==> config.mk <==
export PLATFORM = sky130hd
export DESIGN_NAME = per_req_arbiter_rr
export DESIGN_NICKNAME = d
export VERILOG_FILES = /design/src/rtl/per_req_arbiter_rr.sv
export SDC_FILE = /design/constraint.sdc
export NUM_CORES = 1
export LEC_CHECK = 0
export ABC_AREA = 1
export CAP_MARGIN = 20
export CORE_AREA = 4 4 608 610
export CTS_BUF_LIST = sky130_fd_sc_hd__clkbuf_2
export CTS_CLUSTER_SIZE = 24
export DETAILED_ROUTE_END_ITERATION = 16
export DIE_AREA = 0 0 612 614
export PLACE_DENSITY = 0.3
export REMOVE_ABC_BUFFERS = 1
export SYNTH_ARGS = -nofsm -noshare
export SYNTH_HDL_FRONTEND = slang
export SYNTH_SLANG_ARGS = --single-unit
==> constraint.sdc <==
create_clock -name clk -period 6.16 [get_ports clk]
set_input_delay 1.232 -clock clk [delete_from_list [all_inputs] [get_ports clk]]
set_output_delay 1.232 -clock clk [all_outputs]
set_load 0.01 [all_outputs]
==> src/rtl/per_req_arbiter_rr.sv <==
// Per-slave request arbiter: round-robin selection with lock-until-grant, plus an
// in-order ID FIFO that routes each slave response back to the master that issued it.
module per_req_arbiter_rr #(
   parameter int N_MASTER        = 16,
   parameter int ID_WIDTH        = N_MASTER,
   parameter int ADDR_WIDTH      = 32,
   parameter int DATA_WIDTH      = 32,
   parameter int BE_WIDTH        = DATA_WIDTH/8,
   parameter int MAX_OUTSTANDING = 2
) (
   input  logic                           clk,
   input  logic                           rst,
   input  logic [N_MASTER-1:0]            data_req_i,
   input  logic [N_MASTER*ADDR_WIDTH-1:0] data_add_i,
   input  logic [N_MASTER-1:0]            data_wen_i,
   input  logic [N_MASTER*DATA_WIDTH-1:0] data_wdata_i,
   input  logic [N_MASTER*BE_WIDTH-1:0]   data_be_i,
   input  logic [N_MASTER*ID_WIDTH-1:0]   data_ID_i,
   output logic [N_MASTER-1:0]            data_gnt_o,
   output logic                           data_req_o,
   output logic [ADDR_WIDTH-1:0]          data_add_o,
   output logic                           data_wen_o,
   output logic [DATA_WIDTH-1:0]          data_wdata_o,
   output logic [BE_WIDTH-1:0]            data_be_o,
   output logic [ID_WIDTH-1:0]            data_ID_o,
   input  logic                           data_gnt_i,
   input  logic                           data_r_valid_i,
   input  logic [DATA_WIDTH-1:0]          data_r_rdata_i,
   output logic [N_MASTER-1:0]            data_r_valid_o,
   output logic [DATA_WIDTH-1:0]          data_r_rdata_o
);

   localparam int IDX_W = $clog2(N_MASTER);
   localparam int PTR_W = (MAX_OUTSTANDING > 1) ? $clog2(MAX_OUTSTANDING) : 1;
   localparam int CNT_W = $clog2(MAX_OUTSTANDING + 1);

   logic [IDX_W-1:0]    r_rr;
   logic                r_lock;
   logic [IDX_W-1:0]    r_lock_idx;
   logic [ID_WIDTH-1:0] r_fifo [MAX_OUTSTANDING];
   logic [PTR_W-1:0]    r_wr_ptr;
   logic [PTR_W-1:0]    r_rd_ptr;
   logic [CNT_W-1:0]    r_count;

   logic [IDX_W-1:0]             w_rr_idx;
   logic                         w_rr_found;
   logic                         w_lock_hit;
   logic [IDX_W-1:0]             w_winner;
   logic [IDX_W-1:0]             w_next_rr;
   int                           w_sel;
   logic                         w_any;
   logic                         w_full;
   logic                         w_empty;
   logic                         w_handshake;
   logic                         w_stall;
   logic                         w_pop;
   logic [N_MASTER+ID_WIDTH-1:0] w_head_pad;

   function automatic logic [PTR_W-1:0] ptr_inc(input logic [PTR_W-1:0] p);
      return (p == PTR_W'(MAX_OUTSTANDING - 1)) ? '0 : p + 1'b1;
   endfunction

   // First requester at or after r_rr, wrapping past N_MASTER-1.
   always_comb begin
      w_rr_idx   = '0;
      w_rr_found = 1'b0;
      for (int k = 0; k < N_MASTER; k++) begin
         if (!w_rr_found && data_req_i[(int'(r_rr) + k) % N_MASTER]) begin
            w_rr_found = 1'b1;
            w_rr_idx   = IDX_W'((int'(r_rr) + k) % N_MASTER);
         end
      end
   end

   // A lock on a master that dropped its request is ignored for this cycle.
   assign w_lock_hit  = r_lock & data_req_i[r_lock_idx];
   assign w_winner    = w_lock_hit ? r_lock_idx : w_rr_idx;
   assign w_next_rr   = (w_winner == IDX_W'(N_MASTER - 1)) ? '0 : w_winner + 1'b1;
   assign w_any       = |data_req_i;
   assign w_full      = (r_count == CNT_W'(MAX_OUTSTANDING));
   assign w_empty     = (r_count == '0);
   assign data_req_o  = w_any & ~w_full & ~rst;
   assign w_handshake = data_req_o & data_gnt_i;
   assign w_stall     = data_req_o & ~data_gnt_i;
   assign w_pop       = data_r_valid_i & ~w_empty & ~rst;

   always_comb begin
      w_sel        = int'(w_winner);
      data_add_o   = '0;
      data_wen_o   = 1'b0;
      data_wdata_o = '0;
      data_be_o    = '0;
      data_ID_o    = '0;
      data_gnt_o   = '0;
      if (w_any) begin
         data_add_o   = data_add_i[w_sel*ADDR_WIDTH +: ADDR_WIDTH];
         data_wen_o   = data_wen_i[w_sel];
         data_wdata_o = data_wdata_i[w_sel*DATA_WIDTH +: DATA_WIDTH];
         data_be_o    = data_be_i[w_sel*BE_WIDTH +: BE_WIDTH];
         data_ID_o    = data_ID_i[w_sel*ID_WIDTH +: ID_WIDTH];
      end
      data_gnt_o[w_sel] = w_handshake;
   end

   // The head ID is a one-hot master mask; pad so any ID_WIDTH maps onto N_MASTER bits.
   assign w_head_pad     = {{N_MASTER{1'b0}}, r_fifo[r_rd_ptr]};
   assign data_r_valid_o = w_head_pad[N_MASTER-1:0] & {N_MASTER{w_pop}};
   assign data_r_rdata_o = data_r_rdata_i;

   always_ff @(posedge clk or posedge rst) begin
      if (rst) begin
         r_rr       <= '0;
         r_lock     <= 1'b0;
         r_lock_idx <= '0;
         r_wr_ptr   <= '0;
         r_rd_ptr   <= '0;
         r_count    <= '0;
      end else begin
         if (w_handshake) begin
            r_rr   <= w_next_rr;
            r_lock <= 1'b0;
         end else if (w_stall) begin
            r_lock     <= 1'b1;
            r_lock_idx <= w_winner;
         end
         if (w_handshake) r_wr_ptr <= ptr_inc(r_wr_ptr);
         if (w_pop)       r_rd_ptr <= ptr_inc(r_rd_ptr);
         if (w_handshake && !w_pop)      r_count <= r_count + 1'b1;
         else if (!w_handshake && w_pop) r_count <= r_count - 1'b1;
      end
   end

   always_ff @(posedge clk) begin
      if (w_handshake) r_fifo[r_wr_ptr] <= data_ID_o;
   end

   always @(posedge clk) begin
      if (!rst && data_r_valid_i) assert (!w_empty) else $warning("response with no outstanding ID");
   end

endmodule

* Word-level counts from Yosys, hierarchy flattened
Memories as Yosys holds them, arrays and structs flattened.
Cells that the tools add are included.
** Storage, ports and cells
- Flip-flop bits (word level) :: 13
- Bits in writable memories :: 32
- Input port bits :: 1412
- Output and inout bits :: 150
- Logic and storage cells :: 235
- Memories kept :: 1
** Memory list
- r_fifo :: depth 2, width 16, read ports 1, clocked after memory_dff 0, write ports 1, line 40 : logic [ID_WIDTH-1:0] r_fifo [MAX_OUTSTANDING];
** Operators by class
- Add/sub/neg operators :: 20
- Order comparisons :: 19
- Equal/unequal tests :: 2
- Shifts and indexed selects :: 4
- Mux-type cells :: 99
- Bitwise logic cells :: 29
- Reductions and logical operators :: 55
** Operator list (count)
- variable part select 512 x 10 -> 32 bit :: 2
- variable part select 256 x 9 -> 16 bit :: 1
- less-than comparator 5 x 6 -> 1 bit, second input constant :: 15
- 2-to-1 mux 4 bit :: 19
- binary-select mux 1 bit (select 4 bit) :: 18
- 2-to-1 mux 32 bit :: 2
- variable part select 64 x 7 -> 4 bit :: 1
- OR reduction 4 bit :: 15
- 2-to-1 mux 1 bit :: 56
- adder 4 bit, second input constant :: 8
- AND 16 bit :: 2
- logical AND 1 bit :: 18
- logical NOT 1 bit :: 17
- adder 4 x 3 -> 4 bit, second input constant :: 4
- 2-to-1 mux 16 bit :: 1
- OR reduction 16 bit :: 1
- AND 1 bit, first input constant :: 15
- less-than comparator 4 x 5 -> 1 bit, second input constant :: 3
- adder 4 x 1 -> 4 bit, second input constant :: 2
- adder 4 x 2 -> 4 bit, second input constant :: 2
- AND 1 bit :: 7
- inverter 1 bit :: 5
- demux 1 bit (select 4 bit) :: 1
- equality test 4 bit, second input constant :: 1
- 9 further kinds :: 12

* Longest topological paths before layout
- Word-level depth :: 56
- Mapped depth :: 33
- Depth with buffers taken out :: 30

* Worst setup path before layout
OpenSTA, ideal clock, no wires.
- Path type :: reg2out
- Start :: reg r_rr[1]
- End :: out data_gnt_o[11]
- Arrival time :: 3.942 ns
- Data required time :: 4.928 ns
- Slack :: 0.986 ns
- Cell stages (with the launch flop) :: 27
- Cell sequence :: dfrtp_1 > inv_1 > buf_2 > ha_1 > inv_1 > buf_2 > nand3_1 > nand3_1 > nand2_1 > nand2_1 > nand2_2 > nor2_8 > nand4_2 > nor2_4 > nand4_2 > nor2_4 > nand3_2 > nor2_4 > nand3_2 > o21ai_2 > nor2_1 > nor2_8 > buf_6 > buf_4 > ha_1 > nand2_1 > nor2_1
** Between the ends
- Cells in the longest elaborated chain, start to end :: 54
- Elaborated cells on any way between the ends :: 130
** Ends and longest elaborated chain
- from (decl) :: line 37 : logic [IDX_W-1:0] r_rr;
- from (signal assigned) :: line 120 : r_rr <= w_next_rr;
- adder 4 x 1 -> 4 bit or binary-select mux 1 bit (select 4 bit) (tied branches) :: line 68, 70
- binary-select mux 1 bit (select 4 bit) or 2-to-1 mux 1 bit (tied branches) :: line 68 : if (!w_rr_found && data_req_i[(int'(r_rr) + k) % N_MASTER]) begin
- 2-to-1 mux 1 bit (implied by the code) :: line 68
- 2-to-1 mux 1 bit (implied by the code) or logical NOT 1 bit (tied branches) :: line 68
- logical AND 1 bit :: line 68
- 2-to-1 mux 1 bit :: line 68
- logical NOT 1 bit :: line 68
- logical AND 1 bit :: line 68
- [... 39 more ...]
- 2-to-1 mux 4 bit (*) :: line 68
- 2-to-1 mux 4 bit (*) :: line 77 : assign w_winner = w_lock_hit ? r_lock_idx : w_rr_idx;
- via w_winner[1] :: line 48 : logic [IDX_W-1:0] w_winner;
- less-than comparator 4 x 5 -> 1 bit (implied by the code) or greater-or-equal comparator 4 x 1 -> 1 bit (tied branches) :: line 102 : data_gnt_o[w_sel] = w_handshake;
- logical AND 1 bit (implied by the code) :: line 102
- 2-to-1 mux 1 bit (implied by the code) :: line 102
- demux 1 bit (select 4 bit) (*) :: line 102
- AND 16 bit (no line) (*)
- to (decl) :: line 19 : output logic [N_MASTER-1:0] data_gnt_o,
Mark *: on every way through the listed nets, which the timed path passes. The rest lies on a longest branch. The select of a mux whose other input is x is not followed.

* Final worst setup path
- Start :: in data_req_i[0]
- End :: out data_wdata_o[0]
** Between the ends
- Cells in the longest elaborated chain, start to end :: 51
- Elaborated cells on any way between the ends :: 115
** Ends and longest elaborated chain
- from (decl) :: line 13 : input logic [N_MASTER-1:0] data_req_i,
- binary-select mux 1 bit (select 4 bit) :: line 68
- 2-to-1 mux 1 bit (implied by the code) :: line 68
- 2-to-1 mux 1 bit :: line 68
- logical NOT 1 bit :: line 68
- logical AND 1 bit :: line 68
- 2-to-1 mux 1 bit :: line 68
- logical NOT 1 bit :: line 68
- logical AND 1 bit :: line 68
- [... 35 more ...]
- logical AND 1 bit :: line 68
- 2-to-1 mux 1 bit :: line 68
- logical NOT 1 bit :: line 68
- logical AND 1 bit :: line 68
- 2-to-1 mux 4 bit :: line 68
- 2-to-1 mux 4 bit :: line 77
- variable part select 512 x 10 -> 32 bit :: line 98 : data_wdata_o = data_wdata_i[w_sel*DATA_WIDTH +: DATA_WIDTH];
- 2-to-1 mux 32 bit (*) :: line 95 : if (w_any) begin
- to (decl) :: line 23 : output logic [DATA_WIDTH-1:0] data_wdata_o,
Every way passes the cells marked *; elsewhere a longest branch is shown, timed or not. The select of a mux whose other input is x is not followed.

==> summary.txt <==
Status
  – Status: finished, violations left
  – Failing checks: setup timing

STA
  – Setup tns final: -6.27 ns
  – Max-slew violations: 0
  – Max Fclk: roughly 0.16 GHz
  – Tcrit/Tclk final: 104%
  – Fin crit period: approximately 6.4 ns
  – Setup-failing EPs final: 70
  – RSZ-0062 raised after global routing: true
  – Final hold slack: 0.548 ns
  – Slew @ Worst Pin: roughly 1 ns
  – Relative slew slack: around 33%
  – Worst setup margin: -0.259 ns
  – Hold Violations, Final: 0
  – Clk_skew: about 0.061 ns

Floorplanning
  – Row count: roughly 220
  – Boundary pin count: approximately 1600
  – Core ar.: 364000 sq um
  – Die H: approximately 610 um
  – Die area: roughly 380000 sq um
  – Die W: approximately 610 um
  – Starting density of the core: roughly 6.3%

Logic synthesis
  – Flop and latch count out of synthesis: 45
  – Top-count cell post-synth: nand3_1
  – EDFF count, synth: 32
  – Synth top cells by count: nand3_1 (1455), inv_1 (1067), nand2_1 (1028)
  – Mapped Cells: about 4600
  – Netlist Area Pre-Place: 22900 sq um
  – Syn_area_per_cell: ~5 sq um
  – Post-synthesis sequential area ratio: under 10%
  – Synth Warn #: 0
  – Yosys top cell area share: between 30% and 40%
  – Largest area contributor in the netlist: nand3_1
  – Asr flop ratio synth: 28.9%
  – Commonest register cell after synthesis: edfxtp_1
  – Post-synth cell types: 47
  – Top cells by area, synth: nand3_1 (32%), inv_1 (17%), nand2_1 (17%)

Clocking
  – CTS tree: yes
  – CTS root buffer: clkbuf_2
  – Worst-path clk slew: ~0.31 ns
  – Clock buffer count from CTS: 5
  – Clk sinks: 45
  – CTS max path bufs: 2
  – # H-tree levels: 2
  – Worst-Skew Late Latency: 0.53 ns
  – Hold buffers post-CTS: 0

Setup path
  – Slowest cell on crit path: clkdlybuf4s15_2
  – CP arrival: about 5.2 ns
  – Worst path most repeated cell: nand3_4
  – Critical path startpoint category: input port
  – Crit-path max FO: 7
  – Worst path max stage delay: around 0.24 ns
  – Crit Path Category: input port to primary output
  – WP buf/inv: 12
  – Family with the most delay on the worst path: simple AND/OR/NAND/NOR gates
  – WP data required: 4.93 ns
  – CP endpoint kind: primary output

Placed design
  – Placed cell count: about 11000
  – Gpl congestion: around 0.87
  – DP Wirelength: 219000 um
  – Port buffer count: between 1000 and 1500

Route
  – Number of DRC markers in iteration 0: 2088
  – Routed length per placed instance: around 24 um
  – Antenna-violating nets left: 0
  – Via Count: roughly 38000
  – DRT Pass-1 Iters: 5
  – Detailed-route DRC error count: 0
  – Routed wire length: 276000 um
  – Drt via density: between 3 and 4

GRT
  – GRT Overall Usage: between 10% and 20%
  – Initial antenna violation count: around 120
  – Largest net degree at the start of global routing: approximately 100
  – Vias in the first global route: around 39000
  – First-pass GRT wire length: 344000 um
  – Gr ovfl total: 0

Layout
  – Share of cells above drive strength 1: 18.6%
  – Net count, final: between 7000 and 8000
  – Area Growth Syn to Fin: 128%
  – Utilization after layout: between 10 and 15%
  – Fill count: roughly 43000
  – Non-filler instance count after layout: about 11000

Flow run
  – Max-cap viol count: 0

Min path
  – Min-delay worst type: register to register
==> cell type report <==
class                           instances  area [sq um]  share of cell area [%]
Clock inverter                          3          21.3                  0.0408
Timing Repair inverter                  1          7.51                  0.0144
Antenna cell                           46           115                   0.221
Timing Repair Buffer                 2168         23300                    44.7
Multi-Input combinational cell       3101         17300                    33.2
Clock buffer                            5          25.0                  0.0479
Tap cell                             4816          6030                    11.5
Sequential cell                        45          1290                    2.47
Inverter                             1078          4090                    7.84
==> logic make-up (layout without fill, tap and decap cells) <==
group	Yosys count	in the layout	share of synthesized area, %
AO/OA/AOI/OAI	68	68	1.70
adder cells (fa/ha/maj)	12	12	0.656
AND/OR/NAND/NOR	3010	3010	63.7
buffers and inverters	1463	3255	27.9
flip-flops	45	45	5.62
XOR/XNOR	11	11	0.421
other	0	46	0
==> layer usage <==
layer / track usage [%] / share of wire [%] / vias up
li1: - / - / 18024
met1: 16.1 / 41 / 18635
met2: 24.2 / 51 / 1429
met3: 2.59 / 5.8 / 274
met4: 2.29 / 2.0 / 42
met5: 0.0387 / 0.10 / -
==> registers in the layout (all words and copies together), names as in the netlist <==
register and cells:
r_fifo 32, r_rd_ptr 1, r_lock_idx 4, r_wr_ptr 1
r_lock 1, r_count 2, r_rr 4
==> through the flow <==
step           setup WS (ns)  cell area, sq um
2_1_floorplan         -17.30             20600
3_3_place_gp           -1.45             46300
3_5_place_dp           -1.42             46300
4_1_cts               -0.412             49000
5_1_grt               -0.496             52200
6_report              -0.259             52200
==> timing repair <==
action,in CTS,in global routing
setup endpoints to repair,101,101
cloned,20,31
gates resized for setup,569,485
pin swaps,69,147
buffers inserted,75,103
==> worst paths after layout <==
| kind | start | slack, ns | endpoint | cells past startpoint |
|---|---|---|---|---|
| hold reg to reg | r_count[0] | 0.55 | r_count[0] | 1 |
| hold / removal | r_count[0] | 0.55 | r_count[0] | 1 |
| setup / recovery | data_req_i[0] | -0.26 | data_wdata_o[0] | 30 |
| min in group asynchronous | rst | 1.04 | r_rr[0] | 3 |
| setup reg to reg | r_rr[0] | 1.24 | r_fifo[1][8] | 33 |
| max in group asynchronous | rst | 4.86 | r_lock_idx[3] | 3 |
==> placed cells by master, fill, tap and decap left out, types with 4 or more instances in the layout <==
| master | count |
|---|---|
| a21oi_1 | 19 |
| buf_12 | 129 |
| buf_16 | 47 |
| buf_2 | 45 |
| buf_4 | 402 |
| buf_6 | 86 |
| buf_8 | 19 |
| bufbuf_16 | 6 |
| clkbuf_16 | 29 |
| clkbuf_2 | 17 |
| clkdlybuf4s15_2 | 9 |
| clkdlybuf4s50_1 | 1380 |
| dfrtp_1 | 12 |
| diode_2 | 46 |
| edfxtp_1 | 32 |
| ha_1 | 6 |
| ha_4 | 4 |
| inv_1 | 1059 |
| inv_2 | 8 |
| inv_4 | 4 |
| nand2_1 | 957 |
| nand2_2 | 57 |
| nand2_4 | 19 |
| nand3_1 | 1259 |
| nand3_2 | 164 |
| nand3_4 | 35 |
| nand3b_1 | 340 |
| nand4_1 | 6 |
| nor2_1 | 87 |
| nor2_2 | 30 |
| nor2_4 | 39 |
| o21ai_0 | 20 |
| o21ai_4 | 5 |
| xor2_1 | 4 |
Power is left out: the tool's default activity adds up to more than one toggle a clock period on the data nets, which glitch-free logic cannot reach.
